File: src/rtl/i2c_slv_pkg.sv
// Shared definitions for the I2C register-write target: FSM encoding,
// R/W bit polarity and the default device address.
package i2c_slv_pkg;

  typedef enum logic [3:0] {
    IDLE     = 4'd0,
    DEV_ADDR = 4'd1,
    ACK_DEV  = 4'd2,
    ADDR_HI  = 4'd3,
    ACK_HI   = 4'd4,
    ADDR_LO  = 4'd5,
    ACK_LO   = 4'd6,
    DATA     = 4'd7,
    ACK_DATA = 4'd8,
    IGNORE   = 4'd9
  } state_t;

  localparam logic       RW_WRITE     = 1'b0;
  localparam logic [6:0] DEFAULT_SADR = 7'b0010000;

endpackage

File: src/rtl/i2c_line_sync.sv
// Pad conditioning for one I2C line: 2-flop synchroniser, FILT_LEN-sample
// glitch filter and single-cycle rise/fall pulses on the filtered level.
module i2c_line_sync #(
  parameter int FILT_LEN = 3
) (
  input  logic clk,
  input  logic reset,
  input  logic raw,
  output logic level,
  output logic rise,
  output logic fall
);

  localparam int CW = (FILT_LEN > 1) ? $clog2(FILT_LEN) : 1;

  logic          s1;
  logic          s2;
  logic [CW-1:0] cnt;

  // cnt counts consecutive synchronised samples that disagree with level;
  // the level flips only after FILT_LEN of them in a row.
  always_ff @(posedge clk) begin
    if (reset) begin
      s1    <= 1'b1;
      s2    <= 1'b1;
      level <= 1'b1;
      cnt   <= '0;
      rise  <= 1'b0;
      fall  <= 1'b0;
    end else begin
      s1   <= raw;
      s2   <= s1;
      rise <= 1'b0;
      fall <= 1'b0;
      if (s2 == level) begin
        cnt <= '0;
      end else if (cnt == CW'(FILT_LEN - 1)) begin
        level <= s2;
        cnt   <= '0;
        rise  <= s2;
        fall  <= ~s2;
      end else begin
        cnt <= cnt + 1'b1;
      end
    end
  end

endmodule

File: src/rtl/i2c_slave_reg_writer.sv
// I2C target that decodes START, SADR+W, addr_hi, addr_lo, data..., STOP and
// emits one register-write strobe per accepted data byte.
// Build option: define I2C_SLV_AUTOINC_EN to accept further data bytes at address+1.
module i2c_slave_reg_writer
  import i2c_slv_pkg::*;
#(
  parameter logic [6:0] SADR     = DEFAULT_SADR,
  parameter int         FILT_LEN = 3,
  parameter int         ADDR_W   = 16
) (
  input  logic              clk,
  input  logic              reset,
  input  logic              scl_i,
  input  logic              sda_i,
  output logic              sda_oe,
  output logic              wr_valid,
  output logic [ADDR_W-1:0] wr_addr,
  output logic [7:0]        wr_data,
  input  logic              wr_busy,
  output logic              bus_active,
  output logic              addr_match,
  output logic [3:0]        state_dbg
);

`ifdef I2C_SLV_AUTOINC_EN
  localparam logic AUTOINC = 1'b1;
`else
  localparam logic AUTOINC = 1'b0;
`endif

  logic scl_lvl, scl_rise, scl_fall;
  logic sda_lvl, sda_rise, sda_fall;

  i2c_line_sync #(.FILT_LEN(FILT_LEN)) u_scl_sync (
    .clk(clk), .reset(reset), .raw(scl_i),
    .level(scl_lvl), .rise(scl_rise), .fall(scl_fall)
  );

  i2c_line_sync #(.FILT_LEN(FILT_LEN)) u_sda_sync (
    .clk(clk), .reset(reset), .raw(sda_i),
    .level(sda_lvl), .rise(sda_rise), .fall(sda_fall)
  );

  logic start_c, stop_c;
  assign start_c = sda_fall & scl_lvl;
  assign stop_c  = sda_rise & scl_lvl;

  state_t            state;
  logic [2:0]        bit_cnt;
  logic [7:0]        shreg;
  logic [ADDR_W-1:0] shadow;
  logic              byte_rdy;
  logic              data_seen;

  assign state_dbg = state;

  // byte_rdy marks that 8 bits are in shreg; the byte is judged on the
  // following SCL fall so that an ACK is driven during SCL low.
  always_ff @(posedge clk) begin
    if (reset) begin
      state      <= IDLE;
      sda_oe     <= 1'b0;
      wr_valid   <= 1'b0;
      wr_addr    <= '0;
      wr_data    <= '0;
      bus_active <= 1'b0;
      addr_match <= 1'b0;
      bit_cnt    <= '0;
      shreg      <= '0;
      shadow     <= '0;
      byte_rdy   <= 1'b0;
      data_seen  <= 1'b0;
    end else begin
      wr_valid <= 1'b0;
      if (stop_c) begin
        state      <= IDLE;
        sda_oe     <= 1'b0;
        bus_active <= 1'b0;
        addr_match <= 1'b0;
        byte_rdy   <= 1'b0;
      end else if (start_c) begin
        state      <= DEV_ADDR;
        sda_oe     <= 1'b0;
        bus_active <= 1'b1;
        addr_match <= 1'b0;
        bit_cnt    <= '0;
        byte_rdy   <= 1'b0;
        data_seen  <= 1'b0;
      end else if (scl_rise) begin
        if (state inside {DEV_ADDR, ADDR_HI, ADDR_LO, DATA}) begin
          shreg   <= {shreg[6:0], sda_lvl};
          bit_cnt <= bit_cnt + 3'd1;
          if (bit_cnt == 3'd7) byte_rdy <= 1'b1;
        end
      end else if (scl_fall) begin
        if (byte_rdy) begin
          byte_rdy <= 1'b0;
          case (state)
            DEV_ADDR: begin
              if (shreg == {SADR, RW_WRITE}) begin
                state      <= ACK_DEV;
                sda_oe     <= 1'b1;
                addr_match <= 1'b1;
              end else begin
                state <= IGNORE;
              end
            end
            ADDR_HI: begin
              shadow[15:8] <= shreg;
              state        <= ACK_HI;
              sda_oe       <= 1'b1;
            end
            ADDR_LO: begin
              shadow[7:0] <= shreg;
              state       <= ACK_LO;
              sda_oe      <= 1'b1;
            end
            DATA: begin
              if (wr_busy || (data_seen && !AUTOINC)) begin
                state <= IGNORE;
              end else begin
                state     <= ACK_DATA;
                sda_oe    <= 1'b1;
                wr_valid  <= 1'b1;
                wr_addr   <= data_seen ? wr_addr + 1'b1 : shadow;
                wr_data   <= shreg;
                data_seen <= 1'b1;
              end
            end
            default: ;
          endcase
        end else begin
          case (state)
            ACK_DEV:  begin sda_oe <= 1'b0; state <= ADDR_HI; end
            ACK_HI:   begin sda_oe <= 1'b0; state <= ADDR_LO; end
            ACK_LO:   begin sda_oe <= 1'b0; state <= DATA;    end
            ACK_DATA: begin sda_oe <= 1'b0; state <= DATA;    end
            default: ;
          endcase
        end
      end
    end
  end

endmodule

File: config.mk
export PLATFORM = sky130hd
export DESIGN_NAME = i2c_slave_reg_writer
export DESIGN_NICKNAME = d
export VERILOG_FILES = /design/src/rtl/i2c_slv_pkg.sv /design/src/rtl/i2c_line_sync.sv /design/src/rtl/i2c_slave_reg_writer.sv
export SDC_FILE = /design/constraint.sdc
export NUM_CORES = 1
export LEC_CHECK = 0
export ABC_AREA = 1
export CAP_MARGIN = 20
export CORE_AREA = 2 2 92 94
export CTS_BUF_LIST = sky130_fd_sc_hd__clkbuf_16
export DETAILED_ROUTE_END_ITERATION = 6
export DIE_AREA = 0 0 94 96
export PLACE_DENSITY = 0.71
export SLEW_MARGIN = 20
export SYNTH_ARGS = -nofsm -noshare
export SYNTH_HDL_FRONTEND = slang
export SYNTH_HIERARCHICAL = 1
export SYNTH_SLANG_ARGS = --single-unit
File: constraint.sdc
create_clock -name clk -period 1.4 [get_ports clk]
set_clock_uncertainty 0.1 [all_clocks]
set_input_delay 0.28 -clock clk [delete_from_list [all_inputs] [get_ports clk]]
set_output_delay 0.28 -clock clk [all_outputs]
set_load 0.01 [all_outputs]
# ---- Yosys cells after proc, flatten, opt, wreduce, memory -nomap -nowiden
# Index checks and enable logic that the tools add are counted.
dict set report word_totals {
  input_bits 5
  reg_bits 75
  output_inout_bits 32
  elab_cells 129
}
dict set report classes {
  bitwise 15
  reduce_logical 34
  mux 27
  addsub 4
  eq_ne 23
}
# op count
set op_table {}
lappend op_table {{6-bit AND reduction} 4}
lappend op_table {{1-bit 2-to-1 mux} 18}
lappend op_table {{16-bit by 1-bit adder with 16-bit output, second input constant} 1}
lappend op_table {{4-bit by 3-bit == test with 1-bit output, second input constant} 4}
lappend op_table {{16-bit 2-to-1 mux} 1}
lappend op_table {{4-bit case mux with 4 select lines} 1}
lappend op_table {{3-bit OR reduction} 5}
lappend op_table {{2-bit nonzero test} 7}
lappend op_table {{1-bit NOT} 13}
lappend op_table {{4-bit case mux with 3 select lines} 1}
lappend op_table {{4-bit AND reduction} 3}
lappend op_table {{3-bit 2-to-1 mux} 3}
lappend op_table {{4-bit by 2-bit == test with 1-bit output, second input constant} 2}
lappend op_table {{8-bit by 6-bit == test with 1-bit output, second input constant} 1}
lappend op_table {{4-bit 2-to-1 mux} 2}
lappend op_table {{2-bit != test, second input constant} 4}
lappend op_table {{4-bit nonzero test} 2}
lappend op_table {{7-bit AND reduction} 1}
lappend op_table {{7-bit OR reduction} 1}
lappend op_table {{6-bit by 2-bit != test with 1-bit output, second input constant} 1}
lappend op_table {{3-bit AND reduction} 2}
lappend op_table {{2-bit OR reduction} 3}
lappend op_table {{5-bit by 1-bit != test with 1-bit output, second input constant} 1}
lappend op_table {{5-bit AND reduction} 1}
lappend op_table {{other kinds (16)} 21}

# ---- Logic depth before layout (Yosys ltp)
# Gate-level depths: netlist of run 1.
dict set report logic_depth {
  depth_word 7
  ltp_mapped 9
  ltp_nobuf 9
}

# ---- Modules after synthesis
# Netlist of run 1, hierarchy kept.
# module cells_each instances seq_area_each_um2 area_each_um2
set modules_own_cells {}
lappend modules_own_cells {i2c_slave_reg_writer 345 1 1221.2 2573.7}
lappend modules_own_cells {i2c_line_sync 25 2 140.1 237.7}

# ---- Least setup slack after synthesis of run 1
# OpenSTA, ideal clock, no wires.
dict set report synth_path {
  path_kind {reg-to-reg}
  from {register state[0], in the netlist state_dbg[0]}
  to {register shadow[1]}
  arrival_time_ns 1.337
  period_less_slack_ns 1.556
  n_path_buf 0
  slack_ns -0.156
  stages_incl_launch_ff 6
  required_time_ns 1.181
  setup_ns 0.119
  cell_sequence {dfxtp_1 inv_1 nor3_2 nand2_4 o21ai_0 a21oi_1}
}
dict set report synth_via {
  elab_chain_cells 2
}
# item line
set synth_lines {}
lappend synth_lines {{start: declaration} i2c_slave_reg_writer.sv:48} ;# state_t state;
lappend synth_lines {{start signal: assignment} i2c_slave_reg_writer.sv:61} ;# state <= IDLE;
lappend synth_lines {{start signal: assignment} i2c_slave_reg_writer.sv:76} ;# state <= IDLE;
lappend synth_lines {{start signal: assignment} i2c_slave_reg_writer.sv:82} ;# state <= DEV_ADDR;
lappend synth_lines {{4-bit by 3-bit == test with 1-bit output} i2c_slave_reg_writer.sv:98} ;# case (state)
lappend synth_lines {{6-bit AND reduction (no source line)} n/a}
lappend synth_lines {{end signal: assignment} i2c_slave_reg_writer.sv:114} ;# shadow[7:0] <= shreg;
lappend synth_lines {{end: declaration} i2c_slave_reg_writer.sv:51} ;# logic [ADDR_W-1:0] shadow;
# Every way passes these cells.
# A chain may end at the register's enable or synchronous reset.

# ---- Worst setup path in the final report of run 1
dict set report layout_path {
  from {register u_scl_sync.rise}
  to {register wr_addr[0]}
}
dict set report layout_via {
  elab_chain_cells 2
}
# item line
set layout_lines {}
lappend layout_lines {{start: declaration} i2c_line_sync.sv:10} ;# output logic rise,
lappend layout_lines {{start signal: assignment} i2c_line_sync.sv:28} ;# rise <= 1'b0;
lappend layout_lines {{start signal: assignment} i2c_line_sync.sv:33} ;# rise <= 1'b0;
lappend layout_lines {{start signal: assignment} i2c_line_sync.sv:40} ;# rise <= s2;
lappend layout_lines {{1-bit NOT (no source line)} n/a}
lappend layout_lines {{7-bit AND reduction (no source line)} n/a}
lappend layout_lines {{end signal: assignment} i2c_slave_reg_writer.sv:125} ;# wr_addr <= data_seen ? wr_addr + 1'b1 : shadow;
lappend layout_lines {{end: declaration} i2c_slave_reg_writer.sv:17} ;# output logic [ADDR_W-1:0] wr_addr,
# Every way passes these cells.

==> flow_summary.toml, run 1 <==
[final_layout]
antenna_cells = 0
nNetsFinal = 483
mostFrequentLayoutCells = "66 x dfxtp_1, 54 x nand2_1, 42 x a21oi_1"
final_area_sq_um = 4420
fillers = 734
drive_above_1_share = 0.298
multi_input_area_sq_um = 1540
final_common_cell = "dfxtp_1"
utilization = 0.549
syn_to_final_growth_pct = 45.0
seq_area_sq_um = 1520

[setup_path]
cp_max_fo = 5
cp_cell_sequence = "inv_2, buf_6, nand2_2, nor2_2, nand2_2, clkinv_4, buf_6, clkbuf_16, nor2_2, nor2_1"
crit_arrival_ps = 1570
crit_family = "buffers and inverters"
ff2ff_setup_slack_ps = -40
r2r-start = "u_scl_sync/rise"
reg2reg_depth = 10
worstSetupStartpointType = "flop"
crit_buf_inv = 5
worst_r2r_endpoint = "wr_addr[0]"
critical_path_depth = 10
timing.critical_path.from = "u_scl_sync/rise"
critical_path_class = "flop to flop"
required_ps = 1530
slowest_delay_ps = 340
timing.critical_path.to = "wr_addr[0]"
crit_path_top_delay_cell = "dfxtp_2"
cp-end-kind = "flop"

[timing]
slew_headroom = 0.798
fin_ws_ps = -38.0
clock.fmax_mhz = 695
fin_crit_ps = 1440
tightest_slew_ps = 300
hold_viol_final = 0
slew_viol_final = 0
min_period_over_period = 1.03
rsz0062_at_grt = "true"
setup_viol = 3

[yosys]
synth_area_leader_cell = "dfxtp_1"
yosys-top-cells-area = "dfxtp_1 49%, a21oi_1 9.2%, nand2_1 7.9%, o21ai_0 7.7%, nor2_1 5.7%"
netlist_area_sq_um = 3050
yosysSeqAreaShare = 0.492
syn_inst = 395
synthesis.nets = 405
ys_seq_elements = 75
synth_edf_count = 0
syn_area_per_cell_sq_um = 7.72
ys.flop_type = "dfxtp_1"
yosys_warnings = 6
yosysTopAreaCellShare = 0.492
ys_types = 25
async_reset_ff_frac = 0

[global_route]
grt.overflow.total = 0
grt_util_all_layers = 0.167
antenna_found_initial = 0
grt_pass1_wl_mm = 11.6
grt_start_max_net_pins = 31
grt_pass1_vias = 2557

[route]
drc = 0
vias = 2869
vias_per_cell = 4.93
wl_per_cell_um = 13.0
ant_nets = 0
first_iter_violations = 157
routed_wl_mm = 7.54
dr.pass1.iters = 4

[clock_tree]
clk_latency_ps = 330
numCtsBuffers = 9
cts.sinks = 75
cts-root-buf = "clkbuf_16"
cts_tree = "yes"
clk_pin_slew_worst_paths_ps = 60
holdBufCountCts = 0
clock_path_buffers = 2
htreeDepth = 3

[power]
p_leak_uw = 0.00195
powerDensity_nw_per_um2 = 1010
peakVddDrop_v = 0.000716
p_total_uw = 4470

[worst_hold_path]
min_path_cells = 1
min_path_type = "flop to flop"

[flow_run]
cap_violations = 0

[floorplanning]
design.core.area_sq_um = 8050
start_util = 0.379
die_h_um = 96
die_area_sq_um = 9020
placementRows = 33
fp.dieW_um = 94
ios = 37

[run_status]
violations = "negative setup slack"
status = "finished, violations left"

[placed_design]
place_congestion = 0.832
hpwl_mm = 4.91
io_buffers = 36
placed_area_sq_um = 3830
worst min path at each step:
stage	from	end
2_1_floorplan	reset	u_scl_sync/level
3_3_place_gp	u_scl_sync/s1	u_scl_sync/s2
3_5_place_dp	u_scl_sync/s1	u_scl_sync/s2
4_1_cts	u_scl_sync/s1	u_scl_sync/s2
5_1_grt	u_scl_sync/s1	u_scl_sync/s2
6_report	u_scl_sync/s1	u_scl_sync/s2
cell families (layout without fill, tap and decap cells):
logic type	Yosys count	count (layout)	synth area share
and+or+nand+nor	155	155	0.231
buffers and inverters	53	135	0.0780
DFF	75	75	0.492
AOI/OAI and AO/OA	107	107	0.179
adders and majority gates	5	5	0.0205
Yosys cell counts, types with 2 or more instances:
| cell type | n |
|---|---|
| dfxtp_1 | 75 |
| nand2_1 | 64 |
| a21oi_1 | 56 |
| o21ai_0 | 47 |
| nor2_1 | 46 |
| inv_1 | 35 |
| nand3_1 | 19 |
| nor3_1 | 8 |
| clkbuf_1 | 7 |
| ha_1 | 5 |
| nand2_2 | 5 |
| buf_6 | 4 |
| nor3_2 | 4 |
| or2_2 | 4 |
| inv_2 | 3 |
| buf_4 | 2 |
| nand4_2 | 2 |
| o21ai_1 | 2 |
state kept, by name, summed over array words and instances (netlist names), 2 cells and up:
| signal | count |
|---|---|
| shreg | 8 |
| u_scl_sync/cnt | 2 |
| state_dbg | 4 |
| wr_addr | 16 |
| shadow | 16 |
| u_sda_sync/cnt | 2 |
| bit_cnt | 3 |
| wr_data | 8 |
where the power goes:
group	internal, uW	switching [uW]	leakage [uW]
registers	2140	4.40	0.000610
clock network	1360	876	0.000149
logic	40.5	53.8	0.00119
metrics by stage:
stage	TNS, ps	hold slack (ps)	setup slack (ps)	instances
finish	-78.4	310	-38.0	582
global route	-1880	321	-87.2	582
CTS	-5.00	314	-5.00	575
detailed placement	-11130	300	-395	558
global placement	-10540	293	-358	558
floorplan	0	280	2.89	395
timing repair:
| action | in CTS | in global routing |
|---|---|---|
| gates cloned | 0 | 3 |
| endpoints found under the setup margin | 82 | 54 |
| pin swaps | 2 | 34 |
| buffers inserted | 2 | 4 |
| resized for setup | 45 | 92 |
layer usage:
metal / vias to the layer above / GRT usage / part of all wire
met5: - / 0 / 0
met4: 0 / 0.0737 / 0.014
met3: 9 / 0.0462 / 0.042
met2: 63 / 0.285 / 0.50
met1: 1321 / 0.197 / 0.44
li1: 1476 / - / -
area by class of cell:
cell class	instances	area share
Sequential cell	75	0.344
Timing Repair Buffer	82	0.181
Multi-Input combinational cell	267	0.348
Clock buffer	9	0.0509
Inverter	38	0.0340
Clock inverter	6	0.0130
Tap cell	105	0.0297
Note: power is estimated with default switching activity, not from simulation.
==> run 2: changes to the inputs <==
Settings changed: CORE_AREA 2 2 92 94 to 5 5 95 97, DIE_AREA 0 0 94 96 to 0 0 100 102.
==> run 2 against run 1 <==
  * The flow still finishes with violations (negative setup slack)
  * Global-route usage shrank 1.4 points
  * Cell area rose by 1.9%
  * Fmax down 1.4%
  * Routed wire length up 6.9%
  * Clock-buffer cell count unchanged
  * Sequential power hardly changed
  * First-iteration DRC count grew 11%
  * Total power up 1.1%
  * Cell count increased by 1.4%
  * Sequential share of layout area down 0.58 points
  * Combinational power rose by 3.0%
  * Critical path type unchanged
  * Largest cell class unchanged
==> flow_summary.toml, run 2 (synthesis results as in run 1) <==
[global_route]
grt_pass1_wl_mm = 12.4
grt.busiest_layer = "met2"
grt.overflow.total = 0
grtUsageMet1 = 0.173
grtUsageMet3 = 0.0505
grt_start_max_net_pins = 31
grt_pass1_vias = 2758
grt_use_met2 = 0.268
antenna_found_initial = 0
grt_util_all_layers = 0.153

[worst_hold_path]
hold_path_end = "u_sda_sync/cnt[0]"
min_path_cells = 1
hp-start = "u_sda_sync/cnt[0]"
min_path_type = "flop to flop"

[clock_tree]
clk_latency_ps = 340
cts_tree = "yes"
htreeDepth = 3
cts.sinks = 75
clock_path_buffers = 2
numCtsBuffers = 9
cts-root-buf = "clkbuf_16"
clk_pin_slew_worst_paths_ps = 60
holdBufCountCts = 0

[power]
p_int_uw = 3550
peakVddDrop_v = 0.000636
power_frac_seq = 0.473
p_total_uw = 4520
p_clk_frac = 0.506
power.switching_uw = 971
p_comb_frac = 0.021
powerDensity_nw_per_um2 = 1000
p_leak_uw = 0.00199
p_sw_frac = 0.215

[floorplanning]
fp.dieW_um = 100
design.core.area_sq_um = 8050
die_h_um = 102
ios = 37
die_area_sq_um = 10200
placementRows = 33
start_util = 0.379

[setup_path]
reg2reg_depth = 6
worst_r2r_endpoint = "shadow[12]"
cp_max_fo = 8
ff2ff_setup_slack_ps = -60
crit_arrival_ps = 1620
cp-end-kind = "flop"
required_ps = 1560
critical_path_class = "flop to flop"
worstSetupStartpointType = "flop"
r2r-start = "state_dbg[0]"

[timing]
slew_viol_final = 0
slew_headroom = 0.768
tightest_slew_ps = 348
clock.fmax_mhz = 686
hold_viol_final = 0
setup_viol = 25
fin_crit_ps = 1460
min_period_over_period = 1.04
rsz0062_at_grt = "true"
fin_ws_ps = -58.7

[route]
first_iter_violations = 175
wl_per_cell_um = 13.7
vias = 2907
vias_per_cell = 4.93
drc = 0
routed_wl_mm = 8.06
ant_nets = 0
dr.pass1.iters = 4

[final_layout]
antenna_cells = 0
fillers = 706
syn_to_final_growth_pct = 47.7
multi_input_area_sq_um = 1580
top_regs = "shadow: 16 flops, wr_addr: 16 flops"
final_area_sq_um = 4500
seq_area_sq_um = 1520
final_common_cell = "dfxtp_1"
drive_above_1_share = 0.311
mostFrequentLayoutCells = "66 x dfxtp_1, 58 x nand2_1, 48 x a21oi_1"
nNetsFinal = 490

[placed_design]
placed_area_sq_um = 3790
io_buffers = 36
place_congestion = 0.838
hpwl_mm = 5.07

[run_status]
status = "finished, violations left"
violations = "negative setup slack"

[flow_run]
cap_violations = 0
-- run 2: changes by cell type in the layout (fill, tap and decap cells not counted), sizes merged --
cell,delta
clkinvlp,+2
buf,+7
clkdlybuf4s15,-2
nand2,+1
clkbuf,+1
inv,-1
dlymetal6s2s,-1
dlygate4sd2,+1
-- run 2: final cells by class --
class / instances / area share
clock buffer: 9 / 0.0500
clock inverter: 7 / 0.0156
inverter: 38 / 0.0339
multi-input combinational: 268 / 0.350
sequential: 75 / 0.338
tap: 105 / 0.0292
timing repair buffer: 88 / 0.184
-- run 2: worst max path at each step --
stage,start,end
global placement,wr_busy,wr_data[7]
finish,state_dbg[0],shadow[12]
detailed placement,wr_busy,wr_data[7]
floorplan,u_scl_sync/level,shadow[13]
CTS,state_dbg[3],state_dbg[3]
global route,state_dbg[3],sda_oe
-- run 2: power by group through the flow --
stage,clock (uW),sequential [uW],combinational (uW)
global placement,0,2190,85.0
detailed placement,0,2190,86.4
CTS,2300,2140,89.8
global route,2420,2140,108
floorplan,0,2190,48.3
finish,2290,2140,97.1
-- run 2: critical path, stage by stage, from the launching register on --
cell and delay, ps:
dfxtp_4 390, nand2_4 70, buf_6 120, nor3_4 280, buf_6 190, nand3_1 80, a21oi_1 150
-- run 2: through the flow --
step / TNS, ps / std cells / hold WS [ps] / setup WS [ps] / util
global route: -3300 / 590 / 318 / -127 / 0.559
finish: -648 / 590 / 308 / -58.7 / 0.559
floorplan: 0 / 395 / 280 / 2.89 / -
detailed placement: -11470 / 555 / 303 / -357 / 0.471
global placement: -10790 / 555 / 292 / -337 / 0.471
CTS: -228 / 580 / 311 / -24.1 / 0.525
-- run 2: per-layer routing --
layer / vias to the layer above / wire length (um)
li1: 1481 / -
met1: 1349 / 3490
met2: 59 / 4010
met3: 18 / 383
met4: 0 / 168
met5: - / 0
-- run 2: what timing repair did --
action                                 CTS  global route
buffers inserted                         7             8
pin swaps                               11            29
gates resized for setup                 81            67
cloned                                   2             2
setup endpoints to repair               87            58
endpoints found under the hold margin    0             0
